[src/rtl/fft_bank_scheduler.sv]
// Ping-pong bank scheduler between an FFT AXI-Stream output and a BRAM writer.
// Frames fill one of two banks; the consumer releases banks once it has drained them.
module fft_bank_scheduler #(
  parameter int BEATS_PER_FRAME = 256,
  parameter int BANK_BYTES      = 8192
) (
  input  logic        clk,
  input  logic        rst_n,
  input  logic        run,
  input  logic        fft_tvalid,
  input  logic        fft_tlast,
  output logic        fft_tready,
  output logic        wr_tvalid,
  input  logic        wr_tready,
  output logic [31:0] wr_base_addr,
  output logic        fill_bank,
  output logic [1:0]  bank_full,
  input  logic        rd_release,
  input  logic        rd_release_bank,
  output logic        irq_frame,
  output logic        err_short,
  output logic        err_long,
  input  logic        err_clear
);

  typedef enum logic [1:0] {
    S_WAIT,
    S_FILL,
    S_DONE
  } state_t;

  localparam logic [8:0]  LAST_COUNT  = 9'(BEATS_PER_FRAME);
  localparam logic [31:0] BANK_STRIDE = 32'(BANK_BYTES);

  state_t      state;
  state_t      state_next;
  logic [8:0]  beat_cnt;
  logic [8:0]  beat_cnt_next;
  logic [8:0]  cnt_inc;
  logic        gate;
  logic        beat;
  logic        close_beat;
  logic        short_hit;
  logic        long_hit;
  logic [1:0]  full_next;

  assign gate       = (state == S_FILL);
  assign fft_tready = wr_tready & gate;
  assign wr_tvalid  = fft_tvalid & gate;
  assign beat       = fft_tvalid & fft_tready;
  assign cnt_inc    = beat_cnt + 9'd1;

  // Frame closes on tlast or on reaching the nominal beat count, whichever is first.
  always_comb begin
    state_next    = state;
    beat_cnt_next = beat_cnt;
    close_beat    = 1'b0;
    short_hit     = 1'b0;
    long_hit      = 1'b0;
    case (state)
      S_WAIT: begin
        if (run && !bank_full[fill_bank]) begin
          state_next    = S_FILL;
          beat_cnt_next = '0;
        end
      end
      S_FILL: begin
        if (beat) begin
          beat_cnt_next = cnt_inc;
          if (fft_tlast || (cnt_inc == LAST_COUNT)) begin
            state_next = S_DONE;
            close_beat = 1'b1;
            short_hit  = fft_tlast && (cnt_inc < LAST_COUNT);
            long_hit   = !fft_tlast && (cnt_inc == LAST_COUNT);
          end
        end
      end
      S_DONE:  state_next = S_WAIT;
      default: state_next = S_WAIT;
    endcase
  end

  // Release is applied first so a same-bank set in S_DONE overrides it.
  always_comb begin
    full_next = bank_full;
    if (rd_release) full_next[rd_release_bank] = 1'b0;
    if (state == S_DONE) full_next[fill_bank] = 1'b1;
  end

  always_ff @(posedge clk or negedge rst_n) begin
    if (!rst_n) begin
      state    <= S_WAIT;
      beat_cnt <= '0;
    end else begin
      state    <= state_next;
      beat_cnt <= beat_cnt_next;
    end
  end

  always_ff @(posedge clk or negedge rst_n) begin
    if (!rst_n) begin
      bank_full    <= 2'b00;
      fill_bank    <= 1'b0;
      wr_base_addr <= '0;
    end else begin
      bank_full <= full_next;
      if (state == S_DONE) begin
        fill_bank    <= ~fill_bank;
        wr_base_addr <= fill_bank ? '0 : BANK_STRIDE;
      end
    end
  end

  // A new error outranks a simultaneous clear.
  always_ff @(posedge clk or negedge rst_n) begin
    if (!rst_n) begin
      irq_frame <= 1'b0;
      err_short <= 1'b0;
      err_long  <= 1'b0;
    end else begin
      irq_frame <= close_beat;
      err_short <= (err_short & ~err_clear) | short_hit;
      err_long  <= (err_long & ~err_clear) | long_hit;
    end
  end

endmodule

[config.mk]
export PLATFORM = sky130hd
export DESIGN_NAME = fft_bank_scheduler
export DESIGN_NICKNAME = d
export VERILOG_FILES = /design/src/rtl/fft_bank_scheduler.sv
export SDC_FILE = /design/constraint.sdc
export NUM_CORES = 1
export LEC_CHECK = 0
export CAP_MARGIN = 20
export CELL_PAD_IN_SITES_DETAIL_PLACEMENT = 1
export CELL_PAD_IN_SITES_GLOBAL_PLACEMENT = 1
export CORE_ASPECT_RATIO = 1.1
export CORE_MARGIN = 1
export CORE_UTILIZATION = 33
export CTS_CLUSTER_DIAMETER = 60
export DETAILED_ROUTE_END_ITERATION = 7
export PLACE_DENSITY_LB_ADDON = 0.1
export SLEW_MARGIN = 15
export SYNTH_ARGS = -nofsm -noshare
export SYNTH_HDL_FRONTEND = slang
export SYNTH_SLANG_ARGS = --single-unit
[constraint.sdc]
create_clock -name clk -period 4.8 [get_ports clk]
set_input_delay 0.48 -clock clk [delete_from_list [all_inputs] [get_ports clk]]
set_output_delay 0.48 -clock clk [all_outputs]
set_load 0.01 [all_outputs]
**Word level (Yosys, flattened, before mapping)**

Index checks and enable logic that the tools add are counted.

- Shift operators: 0
- Add/subtract/negate cells: 1
- Reduce and logical (&&, ||, !) cells: 12
- Eq/ne operators: 6
- Divide/modulo/power cells: 0
- Bitwise operators: 12
- Muxes and demuxes: 25
- Multipliers: 0
- Magnitude comparators: 5

Operators by type and width:

| cell | number |
|---|---|
| $mux W9 | 2 |
| $pmux W9 S2 | 1 |
| $mux W14 | 1 |
| $mux W1 | 13 |
| $mux W2 | 5 |
| $add A9 B1 Y9 const B | 1 |
| $eq A9 B9 Y1 const B | 1 |
| $lt A9 B9 Y1 const B | 1 |
| $reduce_and A3 Y1 | 2 |
| $and A1 B1 Y1 | 5 |
| $logic_and A1 B1 Y1 | 5 |
| $lt A1 B2 Y1 const B | 2 |
| $ne A2 B1 Y1 const B | 2 |
| $pmux W2 S2 | 1 |
| $and A2 B2 Y2 | 1 |
| $demux W1 S1 | 2 |
| $eq A2 B1 Y1 const B | 1 |
| $eq A2 B2 Y1 const B | 1 |
| $ge A1 B1 Y1 const B | 2 |
| $logic_not A1 Y1 | 2 |
| $logic_not A2 Y1 | 1 |
| $ne A2 B2 Y1 const B | 1 |
| $not A1 Y1 | 2 |
| $not A2 Y2 | 1 |
| other kinds (4) | 5 |

- Memory bits (read-only): 0
- Bits in writable memories: 0
- Latch bits: 0
- Memories: 0
- Register bits: 49

**Longest topological paths before layout**

- Depth after elaboration: 9
- Mapped depth: 6
- Depth with buffers taken out: 6

**Worst setup path before layout**

Ideal clock, no wire load.

- Path kind: flip-flop to flip-flop
- Start point: reg beat_cnt[0]
- End point: reg state[0]
- Setup time: 124 ps
- Stages on the path, launching flop included: 6
- Period minus slack after synthesis: 1667 ps
- Buffers on the path: 0
- Required time: 4676 ps
- Setup slack: 3133 ps
- Arrival: 1543 ps
- Cells stage by stage: dfrtp_1 -> and3_4 -> a211o_1 -> a221o_1 -> o31ai_4 -> o21bai_2

- Cells in the longest elaborated chain, start to end: 5

Ends and longest elaborated chain:

| what | RTL line | text |
|---|---|---|
| start: declaration | 37 | `logic [8:0] beat_cnt;` |
| start signal: assignment | 96 | `beat_cnt <= beat_cnt_next;` |
| $add A9 B1 Y9 | 51 | `assign cnt_inc = beat_cnt + 9'd1;` |
| $eq A9 B9 Y1 | 70 | `if (fft_tlast \|\| (cnt_inc == LAST_COUNT)) begin` |
| $logic_or A1 B1 Y1 | 70 |  |
| $ne A2 B1 Y1 (no source line) | -- |  |
| $reduce_and A3 Y1 (no source line) | -- |  |
| end signal: assignment | 95 | `state <= state_next;` |
| end: declaration | 35 | `state_t state;` |

No other way between the ends.
A chain may end at the register's enable or synchronous reset.

**Final worst setup path**

- Start point: in wr_tready
- End point: out fft_tready

- Cells in the longest elaborated chain, start to end: 1

Ends and longest elaborated chain:

| what | RTL line | text |
|---|---|---|
| start: declaration | 14 | `input logic wr_tready,` |
| $and A1 B1 Y1 | 48 | `assign fft_tready = wr_tready & gate;` |
| end: declaration | 12 | `output logic fft_tready,` |

No other way between the ends.

==> metrics.yaml <==
run_status:
  status: "complete, no violations"
grt:
  grt_pass1_vias: 791
  grt_max_degree: 18
  grt_pass1_wl_mm: 3.71
  overflow: 0
  antenna_found_initial: 0
  grtUsageTotal: 0.130
floorplan:
  core_area_mm2: 0.00333
  rows: 22
  dieWidth_um: 58.3
  fp.dieH_um: 63.9
  initial_core_util: 0.346
  io_pins: 49
  dieArea_mm2: 0.00373
yosys:
  ys_warn_count: 0
  synth_area_mm2: 0.00115
  synth_seq_cells: 17
  synthTopCellsByArea: "dfrtp_1 37%, buf_4 21%, nand2_1 4.6%"
  netlist_instances: 128
  yosys.area.top_type: "dfrtp_1"
  async_reset_ff_frac: 1.00
  synth_top_area_share: 0.370
  yosysSeqAreaShare: 0.370
  synth_edf_count: 0
  synth_top_flop_cell: "dfrtp_1"
  synth.distinct_cells: 37
  syn-mean-instance-area_um2: 8.99
clock_network:
  clock-sinks: 17
  htreeDepth: 1
  numCtsBuffers: 3
  cts_hold_buffers: 0
  cts_root_buf: "clkbuf_4"
  postCtsSetupRepairBufs: 0
  clock_path_buffers: 2
  clkTransAtPathRegs_ps: 100
  cts_resized: 0
  cts_tree: "yes"
  insertion_delay_ps: 290
timing:
  finalCriticalPeriod_ps: 2140
  hold_viol_final: 0
  fmax_mhz: 467
  finClkSkew_ps: 4.89
  rsz0062_at_grt: "no"
  fin_crit_sh: 0.446
  slew_violations: 0
  tns_ps: 0
  worst_slew_pin_slew_ps: 796
  slew_headroom: 0.468
  setup_slack_ps: 2660
  setup_violations: 0
routing:
  ant_nets: 0
  drc: 0
  finalWirelength_mm: 2.14
  first_pass_iters: 4
  viasPerCell: 4.38
  via_count: 840
  first_iter_violations: 14
  wl_per_cell_um: 11.1
placed_design:
  port-buffer-count: 17
  gp_congestion: 0.700
  post-dp-hpwl_mm: 1.62
  place_ws_ps: 2660
critical_path:
  startpoint_type: "primary input"
  critPathMaxFanout: 3
  critPathKind: "primary input to output port"
  cp.arrival_ps: 1660
  crit_path_end_kind: "output port"
  crit_required_ps: 4320
run:
  drv_cap: 0
hold_path:
  hold_class: "flip-flop to flip-flop"
final_layout:
  drive_above_1_share: 0.0625
  area_growth_syn_to_layout_pct: 10.1
  n_antenna_cell: 0
  final_cell_mix: "31 x conb_1, 17 x dfrtp_1, 17 x clkdlybuf4s50_1"
  nNetsFinal: 155
  final_common_cell: "conb_1"
pwr:
  leakagePower_uw: 0.000581
  pwr_density_cell_mw_per_mm2: 338
  peakVddDrop_mv: 0.121
where the power goes:
part	switching, uW	internal, uW	total (uW)
registers	30.4	168	199
logic	80.0	73.3	153
clock network	44.3	32.3	76.6
total	155	274	429
worst max-delay path, cell delays in order:
cell	delay, ps
clkdlybuf4s50_1	460
and3b_1	180
clkdlybuf4s50_1	540
area by class of cell:
class / instances / area [um^2]
Fill cell: 417 / 2060
Multi-Input combinational cell: 101 / 567
Sequential cell: 17 / 425
Timing Repair Buffer: 17 / 170
Tap cell: 48 / 60.1
Clock buffer: 4 / 26.3
Inverter: 5 / 18.8
flip-flops by register name (all words and copies together), names as in the netlist:
| name | cells |
|---|---|
| bank_full | 2 |
| beat_cnt | 9 |
| err_long | 1 |
| err_short | 1 |
| irq_frame | 1 |
| state | 2 |
| wr_base_addr | 1 |
per-layer routing:
layer / up-vias / global-route usage / share of wire / wire (um)
met3: 4 / 0.0182 / 0.038 / 82
met2: 24 / 0.205 / 0.47 / 998
met1: 411 / 0.176 / 0.48 / 1030
met5: - / 0 / 0 / 0
li1: 401 / - / - / -
met4: 0 / 0.0536 / 0.011 / 23
cells by family (layout without fill, tap and decap cells):
group,Yosys count,after routing,synth area share
buffers and inverters,40,26,0.236
DFF,17,17,0.370
xor gates and xnor gates,4,4,0.0304
muxes,1,1,0.00870
and+or+nand+nor,36,36,0.153
AOI/OAI and AO/OA,28,28,0.188
other,1,31,0.00326
adders and majority gates,1,1,0.0109
metrics by stage:
stage          instance area [um^2]  hold WS [ps]  utilization  instances  total power (uW)
2_1_floorplan                  1260           184            -        158               313
3_3_place_gp                   1240           470        0.373        188               354
3_5_place_dp                   1240           481        0.373        188               357
4_1_cts                        1270           507        0.381        192               438
5_1_grt                        1270           519        0.381        192               468
6_report                       1270           496        0.381        192               429
synth_stat cells (2+ instances only):
master    instances
nand3_1           3
o21ai_0           7
xnor2_1           3
nor2_1            7
o21bai_1          2
buf_4            32
nand2_1          14
o31ai_1           3
clkbuf_1          2
o21ai_1           5
and2_1            2
inv_1             5
nand2b_1          3
dfrtp_1          17
path summary, 6_finish.rpt:
path / cells past startpoint / from / slack [ps] / end
max: 3 / wr_tready / 2660 / fft_tready
min: 2 / err_long / 500 / err_long
max reg2reg: 5 / beat_cnt[0] / 2990 / state[0]
min reg2reg: 2 / err_long / 500 / err_long
max in group asynchronous: 1 / rst_n / 3660 / beat_cnt[3]
min in group asynchronous: 1 / rst_n / 650 / beat_cnt[2]
Note: power is estimated with default switching activity, not from simulation.
